### config.mk
export PLATFORM = sky130hd
export DESIGN_NAME = pc_plus4
export DESIGN_NICKNAME = d
export VERILOG_FILES = /design/src/rtl/pc_plus4.sv
export SDC_FILE = /design/constraint.sdc
export NUM_CORES = 1
export LEC_CHECK = 0
export CAP_MARGIN = 25
export CORE_MARGIN = 2
export CORE_UTILIZATION = 40
export DETAILED_ROUTE_END_ITERATION = 10
export PLACE_DENSITY = 0.9
export SLEW_MARGIN = 20
export SYNTH_ARGS = -nofsm -noshare
export SYNTH_HDL_FRONTEND = slang
export SYNTH_SLANG_ARGS = --single-unit
### constraint.sdc
create_clock -name clk -period 0.8 [get_ports clk]
set_clock_uncertainty 0.1 [all_clocks]
set_input_delay 0.16 -clock clk [delete_from_list [all_inputs] [get_ports clk]]
set_output_delay 0.16 -clock clk [all_outputs]
set_load 0.02 [all_outputs]
### src/rtl/pc_plus4.sv
// Registered next-sequential-PC incrementer for the RV32I fetch stage.
// Optional carry-out flag `wrap` is built in when PCPLUS4_WRAP_FLAG_EN is defined.
module pc_plus4 #(
  parameter int          XLEN = 32,
  parameter int unsigned INCR = 4
) (
  input  logic            clk,
  input  logic            rst_n,
  input  logic [XLEN-1:0] pc,
  output logic [XLEN-1:0] pcplus4
`ifdef PCPLUS4_WRAP_FLAG_EN
  ,
  output logic            wrap
`endif
);

`ifdef PCPLUS4_WRAP_FLAG_EN
  // Carry is kept as the extra top bit of the sum.
  logic [XLEN:0] sum;

  assign sum = {1'b0, pc} + (XLEN+1)'(INCR);

  always_ff @(posedge clk or negedge rst_n) begin
    if (!rst_n) begin
      pcplus4 <= '0;
      wrap    <= 1'b0;
    end else begin
      pcplus4 <= sum[XLEN-1:0];
      wrap    <= sum[XLEN];
    end
  end
`else
  logic [XLEN-1:0] sum;

  assign sum = pc + XLEN'(INCR);

  always_ff @(posedge clk or negedge rst_n) begin
    if (!rst_n) begin
      pcplus4 <= '0;
    end else begin
      pcplus4 <= sum;
    end
  end
`endif

endmodule

==> results of run 1 <==
[power by group through the flow]
stage	combinational [mW]	clock (mW)	sequential, mW
global route	1.12	1.12	1.78
floorplan	0.116	0	1.89
finish	1.09	1.06	1.77
global placement	0.829	0	1.76
CTS	0.938	0.955	1.76
detailed placement	0.858	0	1.77
[routing by layer]
metal	wire [µm]	track usage, %	vias to the layer above
met1	2702	36.90	822
met2	4082	55.85	128
met3	549	7.143	45
li1	-	-	655
met5	0	0	-
met4	541	20.00	0
[synth_stat cells (all sizes together)]
library cell | count | share of area [%]
ha | 1 | 0.90
nand3 | 12 | 5.6
nor2 | 6 | 1.6
or2 | 1 | 0.45
nor4 | 4 | 5.0
xnor2 | 19 | 12
nand2 | 10 | 2.7
nand4 | 8 | 5.1
xor2 | 9 | 5.7
inv | 3 | 0.81
dfrtp | 32 | 57
and3 | 4 | 1.8
nor3 | 3 | 1.1
[critical path: stages]
cell     delay [ps]
buf_8            80
buf_6            90
ha_4            140
nand3_4          80
nor4_4          200
buf_6           230
nand3_4         110
xnor2_1         350
[stage by stage]
stage / TNS [ps] / total power [mW] / setup WS (ps) / instances / utilization [%]
5_1_grt: -19940 / 4.022 / -526.2 / 297 / 94.30
3_3_place_gp: -37980 / 2.591 / -1070 / 262 / 73.34
4_1_cts: -15880 / 3.649 / -352.6 / 285 / 85.98
6_report: -18900 / 3.928 / -533.4 / 297 / 94.30
2_1_floorplan: -8047 / 2.004 / -528.5 / 112 / -
3_5_place_dp: -40400 / 2.627 / -1228 / 262 / 73.34
[final timing paths]
check | start | to | slack (ps) | cells after the start
max in group asynchronous | rst_n | pcplus4[21]$_DFF_PN0_ | 370 | 2
min in group asynchronous | rst_n | pcplus4[11]$_DFF_PN0_ | 50 | 2
setup / recovery | pc[2] | pcplus4[22]$_DFF_PN0_ | -530 | 8
hold / removal | pc[25] | pcplus4[25]$_DFF_PN0_ | -4 | 3
[final cells by class]
type                            instances  area, µm²
Inverter                                3      11.26
Sequential cell                        32      800.8
Tap cell                               46      57.56
Clock buffer                            8      58.81
Timing Repair Buffer                  131       1285
Multi-Input combinational cell         77      933.4
Fill cell                              86      190.2
[cell families after synthesis]
family | Yosys count
xor+xnor | 28
fa+ha+maj | 1
buf+inv | 3
flops | 32
simple gates | 48
[cell usage in the layout (no fill, tap or decap), types with 4 or more instances in the layout]
cell type        instances
dfrtp_1                 32
clkbuf_2                 4
xnor2_2                 10
nand2_4                  5
nand2_1                  4
nor2_4                   4
buf_8                    6
nand4_1                  6
clkdlybuf4s50_1          6
buf_6                   57
nor4_4                   4
buf_2                    4
xor2_1                   6
nand3_4                  8
xnor2_1                  8
clkbuf_4                 6
buf_4                   45
[what timing repair did]
item                       CTS  global route
gates resized for setup    345            43
hold endpoints to repair     7             5
pin swaps                   41            29
setup endpoints to repair   60            58
setup buffers               15            15
==> reports/metrics.cfg, run 1 <==
[outcome]
status=finished with violations
violations=negative hold slack, negative setup slack

[synth]
synth_cell_types=18
netlist_instances=112
syn_area_um2=1395
synth_nets=147
yosys.area_share.adder_pct=0.8969
ys_seq_area_share_pct=57.40
synth_compound_area_share_pct=0
synth_xor_area_share_pct=17.58
synth_top_family_by_area=simple AND/OR/NAND/NOR gates
yosys.area_share.simple_pct=23.32
synth_mux_area_share_pct=0
yosysWarnings=0
synth.avg_cell_area_um2=12.46
ys_seq_elements=32

[clocking]
path_clk_slew_ps=110
cts-root-buf=clkbuf_4
cts_max_path_buffers=2
cts.sinks=32
cts_tree=yes
htreeDepth=2
cts_buffers=5

[floorplan]
die_x_um=63.06
dieArea_um2=3976
die_y_um=63.06
initial_utilization_pct=41.81
rows=21
boundaryPins=66
core_um2=3337

[layout]
largest_registers=pcplus4: 32 flops
syn_to_final_growth_pct=125.6
nNetsFinal=285
fin_area_um2=3147
antenna_cells=0
drive_above_1_share_pct=68.53
top_register=pcplus4
largest_reg_flops=32

[timing]
worst_slew_margin_rel_pct=73.67
rsz0062_at_grt=yes
report.final.slew_viol_count=0
whs_ps=-4.251
worst_pin_slew_ps=392.1
setup_violations=58
fmax_mhz=750.0
period_needed_ps=1333
fin_ws_ps=-533.4
finalCritPeriodShare_pct=166.7
hold_viol_final=4

[pwr]
peakVddDrop_mv=1.197
intPower_mw=2.702
pwr-share-seq_pct=45.1
power_frac_comb_pct=27.8
p_sw_mw=1.226
swShare_pct=31.21
clock_power_share_pct=27.0
p_leak_nw=1.529
p_per_area_nw_per_um2=1248

[placed_design]
gp_congestion=0.7931
place_hpwl_um=3261
portBuffers=65
dpl-instance-area_um2=2447

[routing]
ant_nets=0
first_pass_iters=4
vias_per_cell=5.556
routed_wl_um=7876
wl_per_cell_um=26.52
drtIter0Drc=134
via_count=1650
drc=0

[global_routing]
grt.overflow.total=0
grt_pass1_vias=1624
track_usage_pct=32.60
grt_max_degree=33
grt_pass1_wl_um=9287
grt_antenna_before_repair=0

[setup_path]
critPathKind=in2reg
crit_fanout=7
end_kind=flop
worstPathArrival_ps=1450
start_kind=primary input
cp_data_required_time_ps=920

[flow_run]
maxCapViolations=0

[hold_path]
hold_path_class=in2reg

Note: power is estimated with default switching activity, not from simulation.
==> run 2: changes to the inputs <==
--- a/config.mk
+++ b/config.mk
@@ -6,10 +6,10 @@
 export NUM_CORES = 1
 export LEC_CHECK = 0
 export CAP_MARGIN = 25
-export CORE_MARGIN = 2
 export CORE_UTILIZATION = 40
 export DETAILED_ROUTE_END_ITERATION = 10
 export PLACE_DENSITY = 0.9
+export SETUP_SLACK_MARGIN = 0.15
 export SLEW_MARGIN = 20
 export SYNTH_ARGS = -nofsm -noshare
 export SYNTH_HDL_FRONTEND = slang
==> constraint.sdc (replaced) <==
create_clock -name clk -period 0.8 [get_ports clk]
set_clock_uncertainty 0.1 [all_clocks]
set_input_delay 0.16 -clock clk [delete_from_list [all_inputs] [get_ports clk]]
set_output_delay 0.16 -clock clk [all_outputs]
set_load 0.005 [all_outputs]
==> run 2 against run 1 <==
- the run still ends with negative hold slack, negative setup slack left
- fmax grew 8.7%
- clock power about the same
- first-iteration DRC count shrank 23%
==> reports/metrics.cfg, run 2 (synthesis gave the netlist of run 1 again) <==
[outcome]
status=finished with violations
violations=negative hold slack, negative setup slack

[timing]
whs_ps=-49.88
period_needed_ps=1227
rsz0062_at_grt=yes
tns_ps=-15210
hold_viol_final=2
fin_ws_ps=-426.7
fmax_mhz=815.2
worst_slew_margin_rel_pct=80.92
setup_violations=58
finalCritPeriodShare_pct=153.3
worst_pin_slew_ps=285.4
report.final.slew_viol_count=0

[layout]
top_register=pcplus4
layout.cells.most_common=buf_4
drive_above_1_share_pct=68.60
largest_registers=pcplus4: 32 flops
syn_to_final_growth_pct=101.5
final_cell_count_no_fill=288
fin_area_um2=2811
antenna_cells=0
final_cell_mix=39 x buf_4, 34 x buf_2, 32 x dfrtp_1
nNetsFinal=277
largest_reg_flops=32

[pwr]
p_per_area_nw_per_um2=1288
clock_power_share_pct=29.1
pwr-share-seq_pct=47.9
swShare_pct=26.59
power_frac_comb_pct=22.9
peakVddDrop_mv=1.039
p_leak_nw=1.378
p_sw_mw=0.9626
power_mw=3.620
intPower_mw=2.657

[setup_path]
end_kind=flop
worstPathArrival_ps=1350
cp_data_required_time_ps=930
crit_fanout=4
path_buf_inv=2
start_kind=primary input
cp_cell_sequence=buf_8 -> nand4_1 -> nor4_4 -> buf_6 -> nand4_1 -> xnor2_1
critPathMostFrequentCell=nand4_1
cpPeakStageDelay_ps=350
critPathKind=in2reg
cp_top_family=simple AND/OR/NAND/NOR gates
cp_slowest_cell=nor4_4

[global_routing]
grt.overflow.total=0
grt_max_degree=33
grt-busiest-layer=met2
grt_antenna_before_repair=0
grtUsageMet1_pct=30.73
track_usage_pct=30.36
use_met3_pct=11.34
grtUsageMet2_pct=54.66
grt_pass1_wl_um=7555
grt_pass1_vias=1468

[routing]
first_pass_iters=4
vias_per_cell=5.278
drtIter0Drc=103
via_count=1520
wl_per_cell_um=20.38
ant_nets=0
routed_wl_um=5870
drc=0

[floorplan]
core_um2=3337
dieArea_um2=3728
boundaryPins=66
initial_utilization_pct=41.81
rows=21
die_x_um=61.06
die_y_um=61.06

[placed_design]
place_inst=260
place_ws_ps=-1176
gp_congestion=0.8247
place_hpwl_um=3145
portBuffers=65
dpl-instance-area_um2=2435

[hold_path]
hold_path_class=in2reg

[clocking]
cts_buffers=5
cts_max_path_buffers=2
htreeDepth=2
cts_tree=yes
path_clk_slew_ps=90
cts-root-buf=clkbuf_4
cts.sinks=32

[flow_run]
maxCapViolations=0

## run 2: cell count changes in the layout (fill, tap and decap cells not counted), moves of 3 or more
cell / before / now
nand3_4: 8 / 4
buf_2: 4 / 34
xnor2_2: 10 / 5
buf_4: 45 / 39
clkdlybuf4s15_1: 3 / 0
buf_6: 57 / 27
xnor2_1: 8 / 14
nand3_2: 2 / 6
## run 2: path summary, 6_finish.rpt
path	startpoint	endpoint	slack (ps)	cells after the start
worst max-delay path	pc[18]	pcplus4[31]$_DFF_PN0_	-430	6
worst min-delay path	pc[2]	pcplus4[3]$_DFF_PN0_	-50	2
max in group asynchronous	rst_n	pcplus4[6]$_DFF_PN0_	300	2
min in group asynchronous	rst_n	pcplus4[13]$_DFF_PN0_	100	2
## run 2: layout make-up
cell class,count,area [µm²]
flip-flops and latches,32,800.8
repair buffers,123,1022
fillers,161,525.5
clock buffers,7,65.06
well taps,46,57.56
inverters,3,11.26
multi-input cells,77,854.6
## run 2: what timing repair did
action | CTS | global route
hold endpoints to repair | 2 | 8
setup buffers | 9 | 12
gates resized for setup | 279 | 45
pin swaps | 38 | 26
setup endpoints to repair | 62 | 59
## run 2: metrics by stage
stage / hold WS [ps] / util [%]
after floorplan: -235.6 / -
after global placement: 436.3 / 72.97
after detailed placement: 455.0 / 72.97
after CTS: -88.70 / 77.54
after global routing: -75.97 / 84.25
final: -49.88 / 84.25
## run 2: layer usage
metal  up-vias  part of all wire [%]
li1        639                     -
met1       765                    37
met2        89                    54
met3        27                   5.5
met4         0                   4.0
met5         -                     0
## run 2: power by group through the flow
stage	logic, mW	clock network (mW)	registers (mW)
after detailed placement	0.746	0	1.77
after global routing	0.872	1.14	1.74
after floorplan	0.117	0	1.78
after global placement	0.711	0	1.76
final	0.830	1.05	1.73
after CTS	0.714	1.03	1.73
